**src/rtl/act_quant_pipe_if.sv**
```systemverilog
// act_quant_pipe_if: beat-level handshake bundle for act_quant_pipe.
// Both sides use valid/ready handshakes. A beat moves on a rising edge where
// valid && ready. The producer holds valid and its payload steady until that
// edge. The consumer may raise or lower ready at any time.
// The slave modport is the pipeline's view. The master modport is the
// environment's view: it drives the input side and consumes the output side.
interface act_quant_pipe_if #(
    parameter int IN_WIDTH  = 16,
    parameter int OUT_WIDTH = 8,
    parameter int CHANNELS  = 4,
    parameter int SHIFT_W   = 4
);
    logic                            in_valid;
    logic                            in_ready;
    logic [CHANNELS*IN_WIDTH-1:0]    in_data;
    logic [1:0]                      mode;
    logic [SHIFT_W-1:0]              shift;
    logic                            out_valid;
    logic                            out_ready;
    logic [CHANNELS*OUT_WIDTH-1:0]   out_data;

    modport master (
        output in_valid, in_data, mode, shift, out_ready,
        input  in_ready, out_valid, out_data
    );

    modport slave (
        input  in_valid, in_data, mode, shift, out_ready,
        output in_ready, out_valid, out_data
    );
endinterface

```
**src/rtl/act_quant_pipe.sv**
```systemverilog
// act_quant_pipe: two-stage multi-lane activation and requantisation.
// Stage 1 applies round-half-up arithmetic shift and then the activation
// selected by mode. Stage 2 clamps each lane to signed OUT_WIDTH.
// All intermediate arithmetic is IN_WIDTH+1 bits wide, so the rounding add
// cannot overflow before the clamp.
// Optional feature macro: ACT_SAT_CNT_EN builds the any_clamped flag and the
// 16-bit saturation-event counter. Without it, sat_count is tied to zero.
module act_quant_pipe #(
    parameter int IN_WIDTH  = 16,
    parameter int OUT_WIDTH = 8,
    parameter int CHANNELS  = 4,
    parameter int SHIFT_W   = 4
) (
    input  logic                 clk,
    input  logic                 rst_n,
    act_quant_pipe_if.slave      bus,
    input  logic                 clr_sat,
    output logic [15:0]          sat_count
);
    localparam int W1 = IN_WIDTH + 1;
    localparam logic signed [W1-1:0] MAX_V = (W1'(1) << (OUT_WIDTH - 1)) - W1'(1);
    localparam logic signed [W1-1:0] MIN_V = -MAX_V - W1'(1);

    logic                          stall;
    logic [W1-1:0]                 rnd;
    logic [CHANNELS*W1-1:0]        act_bus;
    logic [CHANNELS*W1-1:0]        s1_data;
    logic                          s1_valid;
    logic [CHANNELS*OUT_WIDTH-1:0] clamp_bus;
    logic [CHANNELS-1:0]           clamp_flags;

    // One global stall freezes both stages. There is no skid buffer, so
    // in_ready follows out_ready combinationally.
    assign stall        = bus.out_valid && !bus.out_ready;
    assign bus.in_ready = !stall;

    // Rounding bias is half an output LSB, i.e. 2^(shift-1), or 0 when shift is 0.
    always_comb begin
        rnd = '0;
        if (bus.shift != '0) begin
            rnd = W1'(1) << (bus.shift - SHIFT_W'(1));
        end
    end

    for (genvar k = 0; k < CHANNELS; k++) begin : g_lane
        logic signed [W1-1:0] x;
        logic signed [W1-1:0] rounded;
        logic signed [W1-1:0] act;
        logic signed [W1-1:0] s1_a;
        logic                 hi;
        logic                 lo;

        assign x       = $signed({bus.in_data[k*IN_WIDTH+IN_WIDTH-1],
                                  bus.in_data[k*IN_WIDTH +: IN_WIDTH]});
        assign rounded = (x + $signed(rnd)) >>> bus.shift;

        // Activation selection. The reserved mode falls back to plain saturate.
        always_comb begin
            act = rounded;
            case (bus.mode)
                2'b01:   if (rounded[W1-1]) act = '0;
                2'b10:   if (rounded[W1-1]) act = rounded >>> 3;
                default: act = rounded;
            endcase
        end

        assign act_bus[k*W1 +: W1] = act;

        // Clamp the registered activation to the signed output range.
        assign s1_a = $signed(s1_data[k*W1 +: W1]);
        assign hi   = s1_a > MAX_V;
        assign lo   = s1_a < MIN_V;
        assign clamp_bus[k*OUT_WIDTH +: OUT_WIDTH] =
            hi ? MAX_V[OUT_WIDTH-1:0] :
            lo ? MIN_V[OUT_WIDTH-1:0] :
                 s1_a[OUT_WIDTH-1:0];
        assign clamp_flags[k] = hi | lo;
    end

    // Stage 1: capture rounded and activated lanes with their valid bit.
    always_ff @(posedge clk or negedge rst_n) begin
        if (!rst_n) begin
            s1_valid <= 1'b0;
            s1_data  <= '0;
        end else if (!stall) begin
            s1_valid <= bus.in_valid;
            s1_data  <= act_bus;
        end
    end

    // Stage 2: clamped lanes become the registered output beat.
    always_ff @(posedge clk or negedge rst_n) begin
        if (!rst_n) begin
            bus.out_valid <= 1'b0;
            bus.out_data  <= '0;
        end else if (!stall) begin
            bus.out_valid <= s1_valid;
            bus.out_data  <= clamp_bus;
        end
    end

`ifdef ACT_SAT_CNT_EN
    logic any_clamped;

    // any_clamped travels with the stage 2 beat.
    always_ff @(posedge clk or negedge rst_n) begin
        if (!rst_n) begin
            any_clamped <= 1'b0;
        end else if (!stall) begin
            any_clamped <= |clamp_flags;
        end
    end

    // Count transfers of clamped beats. The count saturates, and a clear wins
    // over an increment in the same cycle.
    always_ff @(posedge clk or negedge rst_n) begin
        if (!rst_n) begin
            sat_count <= '0;
        end else if (clr_sat) begin
            sat_count <= '0;
        end else if (bus.out_valid && bus.out_ready && any_clamped &&
                     (sat_count != 16'hFFFF)) begin
            sat_count <= sat_count + 16'd1;
        end
    end
`else
    logic unused_sat;
    assign unused_sat = ^{clr_sat, clamp_flags};
    assign sat_count  = '0;
`endif

endmodule

```
**src/flat_wrapper.sv**
```systemverilog
// flat-port wrapper written by rule: the top's interface ports become plain ports
module act_quant_pipe_flat 
#(
    parameter int IN_WIDTH  = 16,
    parameter int OUT_WIDTH = 8,
    parameter int CHANNELS  = 4,
    parameter int SHIFT_W   = 4
)
  (clk, rst_n, clr_sat, sat_count, bus_in_valid, bus_in_data, bus_mode, bus_shift, bus_out_ready, bus_in_ready, bus_out_valid, bus_out_data);
  act_quant_pipe_if #(.IN_WIDTH(IN_WIDTH), .OUT_WIDTH(OUT_WIDTH), .CHANNELS(CHANNELS), .SHIFT_W(SHIFT_W)) bus_i ();
  input  logic clk;
  input  logic rst_n;
  input  logic clr_sat;
  output logic [15:0] sat_count;
  input wire logic [$bits(bus_i.in_valid)-1:0] bus_in_valid;
  input wire logic [$bits(bus_i.in_data)-1:0] bus_in_data;
  input wire logic [$bits(bus_i.mode)-1:0] bus_mode;
  input wire logic [$bits(bus_i.shift)-1:0] bus_shift;
  input wire logic [$bits(bus_i.out_ready)-1:0] bus_out_ready;
  output wire logic [$bits(bus_i.in_ready)-1:0] bus_in_ready;
  output wire logic [$bits(bus_i.out_valid)-1:0] bus_out_valid;
  output wire logic [$bits(bus_i.out_data)-1:0] bus_out_data;
  assign bus_i.in_valid = bus_in_valid;
  assign bus_i.in_data = bus_in_data;
  assign bus_i.mode = bus_mode;
  assign bus_i.shift = bus_shift;
  assign bus_i.out_ready = bus_out_ready;
  assign bus_in_ready = bus_i.in_ready;
  assign bus_out_valid = bus_i.out_valid;
  assign bus_out_data = bus_i.out_data;
  act_quant_pipe #(.IN_WIDTH(IN_WIDTH), .OUT_WIDTH(OUT_WIDTH), .CHANNELS(CHANNELS), .SHIFT_W(SHIFT_W)) u_core (.clk(clk), .rst_n(rst_n), .bus(bus_i), .clr_sat(clr_sat), .sat_count(sat_count));
endmodule
```
**config.mk**
```make
export PLATFORM = sky130hd
export DESIGN_NAME = act_quant_pipe_flat
export DESIGN_NICKNAME = d
export VERILOG_FILES = /design/src/rtl/act_quant_pipe_if.sv /design/src/rtl/act_quant_pipe.sv /design/src/flat_wrapper.sv
export SDC_FILE = /design/constraint.sdc
export NUM_CORES = 1
export LEC_CHECK = 0
export BUFFER_PORTS_ARGS = -buffer_cell sky130_fd_sc_hd__buf_4
export CORE_MARGIN = 2
export CORE_UTILIZATION = 35
export CTS_BUF_LIST = sky130_fd_sc_hd__clkbuf_16
export DETAILED_ROUTE_END_ITERATION = 10
export GPL_ROUTABILITY_DRIVEN = 0
export PLACE_DENSITY = 0.63
export SLEW_MARGIN = 20
export SYNTH_ARGS = -nofsm -noshare
export SYNTH_HDL_FRONTEND = slang
export SYNTH_SLANG_ARGS = --single-unit
```
**constraint.sdc**
```tcl
create_clock -name clk -period 2.51 [get_ports clk]
set_input_delay 0.1255 -clock clk [delete_from_list [all_inputs] [get_ports clk]]
set_output_delay 0.1255 -clock clk [all_outputs]
set_load 0.02 [all_outputs]
```
==> results.md <==
* Hold Slack at 261 ps
* Leak at 8.88 nW
* Worst Skew at 16.6 ps
* WP data required at 2740 ps
* Critical R2R Launch: u_core.bus.out_valid$_DFFE_PN0N_
* CTS buffer count at 9
* Bufs on Longest Clock Path at 2
* Die H at 191 um
* FF-to-FF path depth at 6
* CP Cell Sequence: buf_12 > inv_8 > buf_6 > nand2_8 > nor2_4 > buf_6 > buf_4 > ha_2 > o21a_1 > buf_4 > o31ai_4 > a21boi_2 > or3_4 > and2_4 > a22o_1 > o31a_1 > o311a_1 > a221o_1
* Synth Instances at 1,573
* Asr flop ratio synth at 100%
* Port buffer count at 107
* Area of the multi-input gates at 12,000 um2
* Synthesized area at 12,300 um2
* Reg2reg end: u_core.s1_data[9]$_DFFE_PN0N_
* Die area at 36,500 um2
* CORE AREA at 34,500 um2
* Largest family of logic cells by synthesized area: compound AO/OA/AOI/OAI gates
* Die X at 191 um
* Starting Density at 35.5%
* Post-Route WL at 56,100 um
* First-pass GRT wire length at 82,400 um
* Final instance area at 20,900 um2
* Pin count of the biggest net entering global routing at 103
* CTS tree: yes
* Max Cap Viol at 0
* Area delta synth->final at 70.6%
* Post-synthesis adder-cell area fraction at 7.39%
* Met2 usage at 43.8%
* CTS Sinks at 102
* Ports at 125
* Post-DP Area at 17,000 um2
* Mux share of post-synthesis cell area at 7.04%
* Commonest register cell after synthesis: dfrtp_1
* Hpwl dp at 38,100 um
* Root Buffer Master: clkbuf_16
* Crit. Startpoint: bus_shift[3]
* Simple-gate share of the synthesized area at 21.4%
* Gr ovfl total at 0
* Fin nets at 2,266
* Std-Cell Rows at 68
* Post-synthesis sequential area ratio at 20.8%
* Fmax at 317 MHz
* CP Class: input pin to register
* DRT antenna net count at 0
* N_diodes at 0
* Avg Vias per Cell at 6.11
* Buf/Inv on CP at 6
* DR WL/cell at 21.8 um
* Hold Vio Cnt, Final at 0
* Grt peak-use layer: met2
* Pwr per Cell Area at 406 nW/um2
* Gr usage total at 28.4%
* Area fraction in compound gates after synthesis at 35.1%
* Xor-xnor portion of the synthesized cell area at 2.91%
* Netlist cell types at 106
* Commonest cells after routing, fill and taps aside: 532 x buf_4, 161 x nand2_1, 127 x nor2_1
* Slew @ Worst Pin at 893 ps
* Levels on crit path at 18
* Pins Over Slew Limit at 0
* Number of flops mapped to enable cells by yosys at 0
* Mean Syn Cell Area at 7.79 um2
* Clock latency at the later pin of the worst-skew pair at 350 ps
* Setup ws final at -647 ps
* Initial DRC count at 1,394
* Worst Path Arrival at 3390 ps
* Vias in the first global route at 15.3k
* Critical path startpoint category: input pin
* H-tree depth at 3
* Pre-antenna DRT Iters at 6
* Most common cell after layout, fill and taps aside: buf_4
* Crit path max-delay family: compound AO/OA/AOI/OAI gates
* Remaining routing DRC violations at 0
* Rel. slew slack at 40.5%
* Final Critical Period at 3160 ps
* R2r setup slk at 580 ps
* Setup repair after global routing missed its margin: true
* M1 GR Usage at 38.1%
* Setup crit end kind: register
* Yosys Warn Count at 0
* Initial antenna violation count at 0
* CP Max Fanout at 4
* CP max-delay cell: or3_4
* Failing checks: negative setup slack
* CTS clk-pin slew, worst paths at 70 ps
* Share of layout cells above drive strength 1 at 51.3%
* Setup violators final at 68
* FF+latch count, synth at 102
* GR Util met3 at 4.31%
* Critical path endpoint: u_core.s1_data[36]$_DFFE_PN0N_
* Fin util at 60.6%
* Post-Place Cells at 2,457
* FILL cells at 2,809
* Pre-CTS WS at -1220 ps
* Period utilization at 126%
* Via count at 15.8k
* Max stage delay on crit path at 410 ps
* Hold Path Class: input pin to register
* Reg area at 2550 um2
* Maximum vdd drop at 362 uV
* Non-filler cells, final at 2,580
* Status: complete, but fails checks
[cells by family (layout without fill, tap and decap cells)]
kind of cell	count (synthesis)	count (layout)
AO/OA/AOI/OAI	591	591
AND/OR/NAND/NOR	560	560
buffers and inverters	146	679
flip-flops	102	102
adder cells (fa/ha/maj)	70	70
multiplexers	64	64
XOR/XNOR	39	39
other	1	20
[final cells by class]
cell class,instances,share of cell area (%)
inverters,32,0.861
repair buffers,632,25.3
clock inverters,6,0.419
multi-input cells,1344,57.4
flip-flops and latches,102,12.2
clock buffers,9,1.08
well taps,455,2.72
[per-stage QoR]
stage | total power, mW | TNS, ps
after floorplan | 4.41 | -40920
after global placement | 5.93 | -62680
after detailed placement | 5.99 | -66100
after CTS | 8.04 | -23790
after global routing | 8.89 | -36520
final | 8.49 | -31800
[state kept, by name, summed over array words and instances (netlist names)]
signal / cells
u_core.s1_data: 68
u_core.bus.out_data: 32
u_core.s1_valid: 1
u_core.bus.out_valid: 1
[power by group]
part | leakage (nW) | internal [mW] | total (mW) | switching, mW
Clock | 0.144 | 0.867 | 1.50 | 0.632
Combinational | 7.53 | 2.19 | 4.72 | 2.53
Sequential | 1.21 | 2.00 | 2.27 | 0.265
[layer usage]
metal	up-vias	share of wire, %
met1	7518	41
met2	904	44
met5	-	0
met4	0	6.2
met3	240	8.2
li1	7105	-
[synth_stat cells (all sizes together) (31+ instances only)]
library cell	instances	area (um2)
nor3	33	175
a31oi	31	194
dfrtp	102	2550
a21o	37	278
ha	66	826
o211ai	45	343
o21ai	98	502
a211oi	40	325
a21oi	118	594
clkbuf	68	255
buf	46	283
nor2	170	641
nand3	40	200
nand2	181	682
[how the worst min path moves through the flow]
stage	end	cells after the start	startpoint
detailed placement	u_core.bus.out_data[15]$_DFFE_PN0N_	2	rst_n
global placement	u_core.bus.out_data[15]$_DFFE_PN0N_	2	rst_n
finish	u_core.s1_data[14]$_DFFE_PN0N_	4	bus_out_ready
CTS	u_core.s1_data[14]$_DFFE_PN0N_	4	bus_out_ready
global route	u_core.s1_data[14]$_DFFE_PN0N_	4	bus_out_ready
floorplan	u_core.bus.out_data[0]$_DFFE_PN0N_	0	rst_n
[timing repair]
item,4_1_cts,5_1_grt
pin swaps,134,126
setup buffers,82,41
endpoints found under the setup margin,68,68
hold buffers,2,0
endpoints found under the hold margin,103,0
gates resized for setup,343,206
[worst reg2reg max path: cells and delay by family, from the launching register on]
family                 cells  cell delay [ps]
AO/OA/AOI/OAI              3              610
buffers and inverters      2              680
flip-flops                 1              350
AND/OR/NAND/NOR            1              200
Power figures use the tool's default switching activity.
